[src/rtl/l2_port_arbiter.sv]
// ============================================================================
// Module   : l2_port_arbiter
// Brief    : Round-robin arbiter sharing one L2 port between I- and D-miss paths.
// Revision : 1.0 - initial release
// ============================================================================
`default_nettype none

module l2_port_arbiter #(
    parameter int ADDR_W = 28,
    parameter int DATA_W = 128
) (
    input  logic              clk,
    input  logic              proc_reset_n,

    input  logic              i_read,
    input  logic              i_write,
    input  logic [ADDR_W-1:0] i_addr,
    input  logic [DATA_W-1:0] i_wdata,
    output logic [DATA_W-1:0] i_rdata,
    output logic              i_ready,

    input  logic              d_read,
    input  logic              d_write,
    input  logic [ADDR_W-1:0] d_addr,
    input  logic [DATA_W-1:0] d_wdata,
    output logic [DATA_W-1:0] d_rdata,
    output logic              d_ready,

    output logic              l2_read,
    output logic              l2_write,
    output logic [ADDR_W-1:0] l2_addr,
    output logic [DATA_W-1:0] l2_wdata,
    input  logic [DATA_W-1:0] l2_rdata,
    input  logic              l2_ready
);

    typedef enum logic [0:0] {
        ST_IDLE = 1'b0,
        ST_BUSY = 1'b1
    } state_t;

    localparam logic C_PORT_I = 1'b0;
    localparam logic C_PORT_D = 1'b1;

    state_t            state_q, state_d;
    logic              gnt_q, gnt_d;
    logic              last_q, last_d;
    logic              l2_read_q, l2_read_d;
    logic              l2_write_q, l2_write_d;
    logic [ADDR_W-1:0] l2_addr_q, l2_addr_d;
    logic [DATA_W-1:0] l2_wdata_q, l2_wdata_d;

    logic              w_i_req;
    logic              w_d_req;
    logic              w_pick_d;
    logic              w_done;
    logic              w_sel_read;
    logic              w_sel_write;
    logic [ADDR_W-1:0] w_sel_addr;
    logic [DATA_W-1:0] w_sel_wdata;

    assign w_i_req = i_read ^ i_write;
    assign w_d_req = d_read ^ d_write;

    // On a tie the port that was not served last wins.
    assign w_pick_d    = w_d_req && (!w_i_req || (last_q == C_PORT_I));
    assign w_sel_read  = w_pick_d ? d_read  : i_read;
    assign w_sel_write = w_pick_d ? d_write : i_write;
    assign w_sel_addr  = w_pick_d ? d_addr  : i_addr;
    assign w_sel_wdata = w_sel_write ? (w_pick_d ? d_wdata : i_wdata) : '0;

    always_comb begin
        state_d    = state_q;
        gnt_d      = gnt_q;
        last_d     = last_q;
        l2_read_d  = l2_read_q;
        l2_write_d = l2_write_q;
        l2_addr_d  = l2_addr_q;
        l2_wdata_d = l2_wdata_q;
        case (state_q)
            ST_IDLE: begin
                if (w_i_req || w_d_req) begin
                    state_d    = ST_BUSY;
                    gnt_d      = w_pick_d;
                    l2_read_d  = w_sel_read;
                    l2_write_d = w_sel_write;
                    l2_addr_d  = w_sel_addr;
                    l2_wdata_d = w_sel_wdata;
                end
            end
            ST_BUSY: begin
                if (l2_ready) begin
                    state_d    = ST_IDLE;
                    last_d     = gnt_q;
                    l2_read_d  = 1'b0;
                    l2_write_d = 1'b0;
                    l2_addr_d  = '0;
                    l2_wdata_d = '0;
                end
            end
            default: begin
                state_d = ST_IDLE;
            end
        endcase
    end

    always_ff @(posedge clk) begin
        if (!proc_reset_n) begin
            state_q    <= ST_IDLE;
            gnt_q      <= C_PORT_I;
            last_q     <= C_PORT_I;
            l2_read_q  <= 1'b0;
            l2_write_q <= 1'b0;
            l2_addr_q  <= '0;
            l2_wdata_q <= '0;
        end else begin
            state_q    <= state_d;
            gnt_q      <= gnt_d;
            last_q     <= last_d;
            l2_read_q  <= l2_read_d;
            l2_write_q <= l2_write_d;
            l2_addr_q  <= l2_addr_d;
            l2_wdata_q <= l2_wdata_d;
        end
    end

    // A completion coinciding with reset is abandoned, so no ready escapes.
    assign w_done  = (state_q == ST_BUSY) && l2_ready && proc_reset_n;
    assign i_ready = w_done && (gnt_q == C_PORT_I);
    assign d_ready = w_done && (gnt_q == C_PORT_D);
    assign i_rdata = i_ready ? l2_rdata : '0;
    assign d_rdata = d_ready ? l2_rdata : '0;

    assign l2_read  = l2_read_q;
    assign l2_write = l2_write_q;
    assign l2_addr  = l2_addr_q;
    assign l2_wdata = l2_wdata_q;

endmodule

`default_nettype wire
[config.mk]
export PLATFORM = sky130hd
export DESIGN_NAME = l2_port_arbiter
export DESIGN_NICKNAME = d
export VERILOG_FILES = /design/src/rtl/l2_port_arbiter.sv
export SDC_FILE = /design/constraint.sdc
export NUM_CORES = 1
export LEC_CHECK = 0
export BUFFER_PORTS_ARGS = -buffer_cell sky130_fd_sc_hd__buf_2
export CAP_MARGIN = 20
export CORE_AREA = 2 2 333 335
export DETAILED_ROUTE_END_ITERATION = 6
export DIE_AREA = 0 0 335 337
export GPL_TIMING_DRIVEN = 0
export SLEW_MARGIN = 20
export SYNTH_ARGS = -nofsm -noshare
export SYNTH_HDL_FRONTEND = slang
export SYNTH_SLANG_ARGS = --single-unit
[constraint.sdc]
create_clock -name clk -period 1.8 [get_ports clk]
set_input_delay 0.18 -clock clk [delete_from_list [all_inputs] [get_ports clk]]
set_output_delay 0.18 -clock clk [all_outputs]
set_load 0.05 [all_outputs]
==> run summary <==
The flow ran to the end, but the final reports show violations. The checks that failed: negative setup slack. The logs give 14.9% for the global-route total usage across every layer and -0.320 ns for the smallest setup slack after layout. In the final design database the tool counted 2610 nets.

For the worst setup path, the data required time is 1.62 ns. Across the routed clock network, the largest skew measured is 0.0182 ns. The cell count after synthesis came out at 997. The worst IR drop on VDD is 0.700 mV, and the area of the core is 110000 sq um. The tools report the starting utilization of the core area as 7.69%.

The clock drives 161 sinks. TritonCTS built the clock tree. The headroom to the max-slew limit came out at 61.8%. In the post-synthesis netlist, the biggest area contributors are dfxtp_1, and2_1, mux2i_1. Setup repair after global routing could not meet its margin everywhere. For the number of antenna violations at the first check in global routing, the log shows 68. The biggest area contributor in the post-synthesis netlist is dfxtp_1.

Largest net degree at the start of global routing: 18. The logs give 38.3% for the register area share after synthesis and 0.0216 ns for the worst hold slack. The number of ports placed on the die boundary is 863, and the per-instance average area after synthesis is 8.45 sq um.

The tools report the achievable frequency as 472 MHz. The synthesized netlist net count came out at 1444. Power comes to 12.8 mW. The power per standard cell area works out to 577 nW/um^2. The number of warnings issued by yosys came out at 0. The congestion estimate from routability-driven global placement came to 0.973.

The max-slew violation count was 0. Final routed DRC violation total: 0. The clock root buffer is clkbuf_16. The ratio of final minimum period to clock period is 118%, and the largest buffer count on any clock path is 2. The tools report the total length of routed wires as 92.5 mm. The hold violation count in the final report is 0, and the worst slack after detailed placement is -1.64 ns. The slew at the pin closest to its max-slew limit is 0.574 ns, and the number of port buffers is 862. For the worst-skew pair, the clock arrives at the later sink with an insertion delay of 0.49 ns. The total overflow left after global routing is 0. The analysis attributes to cell leakage a power of 10.4 nW.

The highest net fanout along the worst path was 10. The nature of the critical path startpoint was a register. The tools report the kind of end point of the critical path as a primary output. The clock buffer count from CTS is 17, and the routed length per placed instance is 25.6 microns. Synthesis inferred 161 register bits.

The tools report the count of vias placed by the detailed router as 12400. The via count of the first global-routing pass was 12200. Max-cap violations in this run came to 0. For the worst setup path, the data arrival time is 1.94 ns. The die covers 113000 sq um.

The number of core rows came out at 122. For the final core utilization, the log shows 20.2%. The violation count after the first detailed-route iteration came out at 568.

Counting distinct cell types in the post-synthesis netlist gives 25. In this run the remaining antenna-violating nets after routing total 0. Summed over its instances, the top area cell type makes up 38.3% of the synthesized netlist area. The half-perimeter wire length of the detailed placement result is 73.9 mm. The worst min-delay path class is input port to register. The die is 335 microns wide. The height of the die is 337 microns.

The time the worst path needs with I/O delays and setup works out to 2.12 ns. Summing every instance area after synthesis gives 8420 sq um. The type of the worst setup path was register to primary output. The first TritonRoute pass finished after 5 iterations. The area growth from synthesis to layout is 163%. In the final layout, the share of cells above drive strength 1 is 61.0%. The per-cell via count in the routed design works out to 3.44. The tools report the wire length of the first global-routing pass as 111 mm. CTS built an H-tree with a depth of 4. The clock-pin transition on the worst setup and hold timing paths was 0.07 ns.

The count of final setup violators came out at 266.
-- critical path: stages, from the launching register on --
cell       delay [ns]
dfxtp_4          0.38
inv_2            0.05
nor3_4           0.21
buf_12           0.16
clkbuf_16        0.19
buf_8            0.13
and2_2           0.17
buf_12           0.14
-- layer usage --
metal	vias up	track usage, %	wire length [microns]
met4	54	6.65	4720
met5	-	0	333
met1	5800	16.9	35900
met3	214	5.10	7500
li1	5653	-	-
met2	718	25.3	44100
-- placed cells by master, fill, tap and decap left out, drive strengths merged, types with 4 or more instances in the layout --
cell / synthesis / layout
inv: 3 / 12
nand2: 162 / 162
dlygate4sd3: 0 / 233
buf: 34 / 945
and2: 256 / 256
a21oi: 4 / 4
o21ai: 158 / 158
clkbuf: 46 / 66
dfxtp: 161 / 161
mux2i: 156 / 156
diode: 0 / 14
-- area by class of cell --
class	count	area, sq um
fillers	11900	87400
repair buffers	1148	9990
multi-input cells	753	5480
flip-flops and latches	161	3230
well taps	1426	1780
plain buffers	79	1030
clock buffers	17	425
clock inverters	15	164
diodes	14	35.0
inverters	3	11.3
-- what timing repair did --
| action | 4_1_cts | 5_1_grt |
|---|---|---|
| setup buffers | 7 | 24 |
| endpoints found under the setup margin | 402 | 408 |
| hold buffers | 233 | 0 |
| endpoints found under the hold margin | 120 | 0 |
| pin swaps | 9 | 59 |
| gates cloned | 4 | 20 |
| gates resized for setup | 739 | 446 |
-- per-stage QoR --
step	cells	area [sq um]	setup TNS (ns)
3_3_place_gp	3285	14800	-392.54
6_report	3616	22200	-67.72
4_1_cts	3561	20300	-165.96
2_1_floorplan	997	8720	-0.00343
3_5_place_dp	3285	14800	-404.03
5_1_grt	3608	22100	-94.55
-- final timing paths --
| check | to | slack (ns) | cells past startpoint | startpoint |
|---|---|---|---|---|
| max | d_rdata[53] | -0.32 | 7 | gnt_q |
| min | l2_addr[16] | 0.02 | 3 | i_addr[16] |
| max reg2reg | l2_wdata[104] | -0.04 | 11 | state_q |
| min reg2reg | l2_wdata[0] | 0.44 | 2 | l2_wdata[0] |
-- synth_stat cells --
cell	number
nor2_1	1
o211ai_1	1
a21boi_4	1
buf_6	15
o21ai_1	130
clkbuf_1	46
a22oi_1	1
nand2_1	162
o21a_1	1
o41ai_4	1
nor2b_1	1
nand3_1	1
nand2b_1	3
buf_2	16
o21ai_0	28
dfxtp_1	161
inv_1	3
a21oi_1	4
buf_4	3
nand3b_1	1
mux2i_1	156
xor2_2	2
nor3_1	2
o311a_1	1
and2_1	256
-- state kept, by name, summed over array words and instances, names as in the netlist --
signal and cells:
l2_read 1, l2_addr 28, state_q 1, l2_write 1, l2_wdata 128, gnt_q 1, last_q 1
-- power breakdown --
group / internal, mW / total (mW) / switching, mW
registers: 3.78 / 3.90 / 0.125
logic: 2.00 / 4.98 / 2.98
clock network: 1.97 / 3.89 / 1.92
total: 7.76 / 12.8 / 5.02
-- cell families after synthesis --
group | after synthesis | synth area share (%)
AO/OA/AOI/OAI | 168 | 10.6
multiplexers | 156 | 18.5
flip-flops | 161 | 38.3
buffers and inverters | 83 | 5.41
XOR/XNOR | 2 | 0.386
AND/OR/NAND/NOR | 427 | 26.8
(Power assumes the default switching activity.)
